## src/rtl/mux_n_to_1_scan.sv

```systemverilog
// ---------------------------------------------------------------------------
// mux_n_to_1_scan
//
// Registered N-to-1 time-multiplexer for the seven-segment LED path. A
// prescaler divides CLK into scan slots. In auto mode the channel index
// advances once per slot to the next enabled channel. In manual mode the
// index follows MAN_SEL. The selected word and a one-hot digit select are
// registered onto the display pins.
//
// Optional feature macro: SCAN_DEADTIME_EN
//   When defined, SEL_ONEHOT is held at zero for the first part of every slot
//   to suppress ghosting while the segment data changes over.
//   When undefined, SEL_ONEHOT is valid for the whole slot.
//
// Parameters
//   WIDTH     bits per channel word
//   CHANNELS  number of input channels (>= 2)
//   SEL_W     index width, = $clog2(CHANNELS)
//   PRESCALE  CLK cycles per scan slot (>= 4)
//
// Ports
//   CLK          in   system clock, rising edge
//   RESETN       in   synchronous reset, active-low
//   IN_BUS       in   channel k at bits [k*WIDTH +: WIDTH]
//   CH_EN        in   per-channel enable mask
//   MODE         in   0 = auto scan, 1 = manual select
//   MAN_SEL      in   channel index used in manual mode
//   OUT          out  selected channel word (registered)
//   SEL_ONEHOT   out  active-high one-hot digit select (registered)
//   SEL_IDX      out  current channel index (registered)
//   SLOT_STROBE  out  one-cycle pulse at each slot boundary
// ---------------------------------------------------------------------------
module mux_n_to_1_scan #(
    parameter int WIDTH    = 8,
    parameter int CHANNELS = 4,
    parameter int SEL_W    = 2,
    parameter int PRESCALE = 100000
) (
    input  logic                      CLK,
    input  logic                      RESETN,
    input  logic [CHANNELS*WIDTH-1:0] IN_BUS,
    input  logic [CHANNELS-1:0]       CH_EN,
    input  logic                      MODE,
    input  logic [SEL_W-1:0]          MAN_SEL,
    output logic [WIDTH-1:0]          OUT,
    output logic [CHANNELS-1:0]       SEL_ONEHOT,
    output logic [SEL_W-1:0]          SEL_IDX,
    output logic                      SLOT_STROBE
);

    localparam int PW = $clog2(PRESCALE);

    // The dead-time window is PRESCALE/8 cycles, but never shorter than one
    // cycle, so that small prescalers still get a blanked first cycle.
    localparam int DEAD_RAW    = PRESCALE >> 3;
    localparam int DEAD_CYCLES = (DEAD_RAW > 0) ? DEAD_RAW : 1;

    logic [PW-1:0]        presc_q, presc_d;
    logic [SEL_W-1:0]     idx_q, idx_d;
    logic [WIDTH-1:0]     out_q, out_d;
    logic [CHANNELS-1:0]  onehot_q, onehot_d;
    logic [SEL_W-1:0]     sel_idx_q, sel_idx_d;
    logic                 strobe_q, strobe_d;

    logic                 tc;
    logic                 man_valid;
    logic                 found;
    logic [SEL_W-1:0]     next_auto;
    logic [SEL_W-1:0]     cand_idx;
    logic [SEL_W-1:0]     eff_idx;
    logic                 blank;
    int                   cand;
    logic [WIDTH-1:0]     words [CHANNELS];

    // MAN_SEL can only be out of range when CHANNELS is not a power of two.
    generate
        if (CHANNELS == (1 << SEL_W)) begin : g_sel_full
            assign man_valid = 1'b1;
        end else begin : g_sel_partial
            assign man_valid = (MAN_SEL <= SEL_W'(CHANNELS - 1));
        end
    endgenerate

    assign tc = (presc_q == PW'(PRESCALE - 1));

    always_comb begin
        for (int k = 0; k < CHANNELS; k++) begin
            words[k] = IN_BUS[k*WIDTH +: WIDTH];
        end
    end

    // Round-robin search for the next enabled channel after idx_q. If no
    // other channel is enabled the index stays where it is.
    always_comb begin
        next_auto = idx_q;
        found     = 1'b0;
        cand      = 0;
        cand_idx  = '0;
        for (int i = 1; i < CHANNELS; i++) begin
            cand = int'(idx_q) + i;
            if (cand >= CHANNELS) begin
                cand = cand - CHANNELS;
            end
            cand_idx = SEL_W'(cand);
            if (!found && CH_EN[cand_idx]) begin
                found     = 1'b1;
                next_auto = cand_idx;
            end
        end
    end

    // Next-state logic. In manual mode the outputs follow a valid MAN_SEL
    // directly, so the display reacts one cycle after the select changes.
    // In auto mode the outputs follow the stored index, one cycle behind it.
    always_comb begin
        presc_d  = tc ? '0 : presc_q + 1'b1;
        strobe_d = tc;

        idx_d   = idx_q;
        eff_idx = idx_q;
        blank   = 1'b0;
        if (MODE) begin
            if (man_valid) begin
                idx_d   = MAN_SEL;
                eff_idx = MAN_SEL;
            end else begin
                blank = 1'b1;
            end
        end else if (tc) begin
            idx_d = next_auto;
        end

        if (!CH_EN[eff_idx]) begin
            blank = 1'b1;
        end

        sel_idx_d = eff_idx;
        out_d     = blank ? '0 : words[eff_idx];
        onehot_d  = blank ? '0 : (CHANNELS'(1) << eff_idx);

`ifdef SCAN_DEADTIME_EN
        // Blank the digit select while the slot is young; the registered
        // output lines this window up with the first cycles of the new word.
        if (presc_q < PW'(DEAD_CYCLES)) begin
            onehot_d = '0;
        end
`endif
    end

    always_ff @(posedge CLK) begin
        if (!RESETN) begin
            presc_q   <= '0;
            idx_q     <= '0;
            out_q     <= '0;
            onehot_q  <= '0;
            sel_idx_q <= '0;
            strobe_q  <= 1'b0;
        end else begin
            presc_q   <= presc_d;
            idx_q     <= idx_d;
            out_q     <= out_d;
            onehot_q  <= onehot_d;
            sel_idx_q <= sel_idx_d;
            strobe_q  <= strobe_d;
        end
    end

    assign OUT         = out_q;
    assign SEL_ONEHOT  = onehot_q;
    assign SEL_IDX     = sel_idx_q;
    assign SLOT_STROBE = strobe_q;

endmodule
```

## config.mk

```make
export PLATFORM = sky130hd
export DESIGN_NAME = mux_n_to_1_scan
export DESIGN_NICKNAME = d
export VERILOG_FILES = /design/src/rtl/mux_n_to_1_scan.sv
export SDC_FILE = /design/constraint.sdc
export NUM_CORES = 1
export LEC_CHECK = 0
export ABC_AREA = 1
export BUFFER_PORTS_ARGS = -buffer_cell sky130_fd_sc_hd__buf_2
export CAP_MARGIN = 5
export CORE_ASPECT_RATIO = 1.5
export CORE_MARGIN = 10
export CORE_UTILIZATION = 30
export DETAILED_ROUTE_END_ITERATION = 16
export PLACE_DENSITY = 0.47
export SYNTH_ARGS = -nofsm -noshare
export SYNTH_HDL_FRONTEND = slang
export SYNTH_SLANG_ARGS = --single-unit
```

## constraint.sdc

```tcl
create_clock -name CLK -period 3.6 [get_ports CLK]
set_input_delay 0.18 -clock CLK [delete_from_list [all_inputs] [get_ports CLK]]
set_output_delay 0.18 -clock CLK [all_outputs]
set_load 0.1 [all_outputs]
```

==> impl_metrics.py <==
metrics = {
    "placement": {
        "preCtsSetupSlack_ns": 1.87,
        "portBuffers": 55,
        "hpwlAfterDp_mm": 4.20,
        "gp_congestion": 0.826,
    },
    "routing": {
        "dr_total_vias": 1904,
        "viasPerCell": 4.44,
        "wl_met3_um": 184,
        "wl_mm": 5.20,
        "drtIter0Drc": 83,
        "wl_met1_mm": 2.19,
        "wl_per_cell_um": 12.1,
        "postRouteAntennaNets": 0,
        "routed.top_layer": "met4",
        "drc": 0,
        "dr.pass1.iters": 5,
        "wl_met2_mm": 2.74,
    },
    "yosys": {
        "yosysSeqAreaShare_pct": 35.3,
        "yosysWarnings": 0,
        "synth_area_leader_cell": "dfxtp_1",
        "syn-num-nets": 340,
        "synth_top_area_share_pct": 35.3,
        "avgSynthCellArea_sq_um": 6.48,
        "ys_types": 31,
        "syn_inst": 298,
        "synthTopCellsByArea": "dfxtp_1 35%, nand2_1 25%, inv_1 5.8%",
        "syn-cell-area_sq_um": 1930,
        "synth_seq_cells": 34,
    },
    "worst_setup_path": {
        "cp_slowest_stage_delay_ns": 0.57,
        "crit_required_ns": 3.81,
        "crit_path_start_kind": "register",
        "cp_max_fo": 24,
        "r2r.worst_path.cells": 6,
        "startpoint": "idx_q[0]",
        "rrSetupSlack_ns": 1.88,
        "worstPathCellList": "inv_6 -> nand2_4 -> o21ai_4 -> o211ai_1 -> nand3_4 -> a21oi_1",
        "cpMaxStageDelayCell": "dfxtp_1",
        "r2r_start": "idx_q[0]",
        "crit_arrival_ns": 1.93,
        "cp-end-kind": "register",
        "critPathKind": "register to register",
        "r2r_end": "OUT[2]",
        "crit_end": "OUT[2]",
    },
    "global_routing": {
        "grt_pass1_vias": 1789,
        "grt_max_degree": 25,
        "track_usage_pct": 10.2,
        "antenna_found_initial": 0,
        "grt_pass1_wl_mm": 8.47,
        "grt_remaining_overflow": 0,
    },
    "floorplan": {
        "die_height_um": 118,
        "start_util_pct": 31.0,
        "ios": 56,
        "coreArea_sq_um": 6220,
        "rows": 35,
        "die_area_sq_um": 10100,
        "die_w_um": 85.5,
    },
    "cells_and_area": {
        "fillers": 682,
        "final_common_cell": "nand2_1",
        "layout-drive-gt1-share_pct": 23.9,
        "area_growth_pct": 21.5,
        "layout_common_cells": "127 x nand2_1, 55 x buf_2, 34 x dfxtp_1, 30 x inv_1, 26 x nor2_1",
        "fin_util_pct": 37.7,
        "multiInputGateArea_sq_um": 1060,
        "nets": 396,
        "regArea_sq_um": 681,
        "diodes": 0,
    },
    "clocking": {
        "post_cts_buffers": 0,
        "cts.sinks": 34,
        "hold_buffers": 0,
        "cts_resized": 0,
        "cts-buffers-inserted": 5,
        "cts_buffer_depth": 2,
        "cts.clk_slew.worst_paths_ns": 0.07,
        "insertion_delay_ns": 0.29,
        "root_buffer": "clkbuf_8",
        "htreeDepth": 2,
        "tritoncts": "yes",
    },
    "sta": {
        "setup_viol": 0,
        "fmax_mhz": 582,
        "post-route-worst-setup-slack_ns": 1.88,
        "setup_tns_ns": 0,
        "post-route-min-period_ns": 1.72,
        "hold_viol_final": 0,
        "rsz0062_at_grt": "false",
        "finClkSkew_ns": 0.00915,
        "drv_slew": 0,
        "relSlewSlack_pct": 55.7,
        "min_period_over_period_pct": 47.7,
        "tightest_slew_ns": 0.662,
    },
    "pwr": {
        "vdd_drop_max_v": 0.000126,
        "pwr_density_cell_nw_per_um2": 390,
        "leakage_uw": 0.00117,
    },
    "min_path": {
        "hp-class": "input pin to register",
    },
    "run": {
        "cap_violations": 0,
    },
    "outcome": {
        "status": "complete, no violations",
    },
}
[metal layers]
metal  global-route usage (%)  up-vias
li1                         -     1034
met1                     11.4      828
met2                     17.6       35
met3                     2.54        7
met4                     4.03        0
met5                        0        -
[synthesized netlist by cell type]
cell      number
xnor2_1        1
o211ai_4       1
o211ai_1       1
inv_6          1
nand3_1       16
or2_2          2
inv_2          3
nor3_2         2
nor2_4         2
dfxtp_1       34
nor2_1        26
nand3_4        1
buf_4          1
a21oi_1       16
buf_1          1
nand2_4        1
o21ai_0        1
buf_6          3
ha_1           1
nor3_1         3
nor2_2         3
nor3b_1        2
inv_1         30
nand2_1      127
xor2_1         4
nand4_1        8
nand3_2        1
buf_2          2
nand2_2        2
o21ai_4        1
nor3_4         1
[flip-flops by register name (all words and copies together), names as in the netlist]
signal and count:
OUT 8, SEL_IDX 2, presc_q 17, SLOT_STROBE 1, idx_q 2, SEL_ONEHOT 4
[report_power, final]
group          leakage (uW)  switching, uW  total [uW]  internal (uW)
combinational      0.000843            161         219           57.5
clock             0.0000472            144         298            154
sequential         0.000277           7.86         398            390
[how the worst min path moves through the flow]
stage                           from            end  slack (ns)  cells after the start
after detailed placement  presc_q[0]     presc_q[0]        0.45                      1
after floorplan             CH_EN[2]  SEL_ONEHOT[2]        0.33                      2
final                       CH_EN[2]  SEL_ONEHOT[2]        0.18                      3
after global placement    presc_q[0]     presc_q[0]        0.44                      1
after CTS                   CH_EN[2]  SEL_ONEHOT[2]        0.18                      3
after global routing        CH_EN[2]  SEL_ONEHOT[2]        0.19                      3
[critical path: cells and delay by family, from the launching register on]
family,cells,cell delay [ns]
AO/OA/AOI/OAI,3,0.69
flip-flops,1,0.57
AND/OR/NAND/NOR,2,0.29
buffers and inverters,1,0.10
[stage by stage]
stage / hold WS (ns) / total power (uW) / instances / instance area, sq um
after floorplan: 0.328 / 577 / 298 / 1930
after global placement: 0.441 / 629 / 421 / 2250
after detailed placement: 0.451 / 628 / 421 / 2250
after CTS: 0.177 / 931 / 429 / 2350
after global routing: 0.192 / 969 / 429 / 2350
final: 0.183 / 915 / 429 / 2350
[cell families after synthesis]
kind of cell | synth area share, %
AOI/OAI and AO/OA | 6.74
xor gates and xnor gates | 2.27
adders and majority gates | 0.648
buffers and inverters | 9.72
DFF | 35.3
and+or+nand+nor | 45.4
[cell type report]
cell class              count  share of cell area [%]
clock buffers               6                    3.52
clock inverters             2                   0.533
inverters                  34                    5.65
multi-input cells         223                    45.3
flip-flops and latches     34                    29.0
well taps                  74                    3.95
repair buffers             56                    12.1
Note: power is estimated with default switching activity, not from simulation.
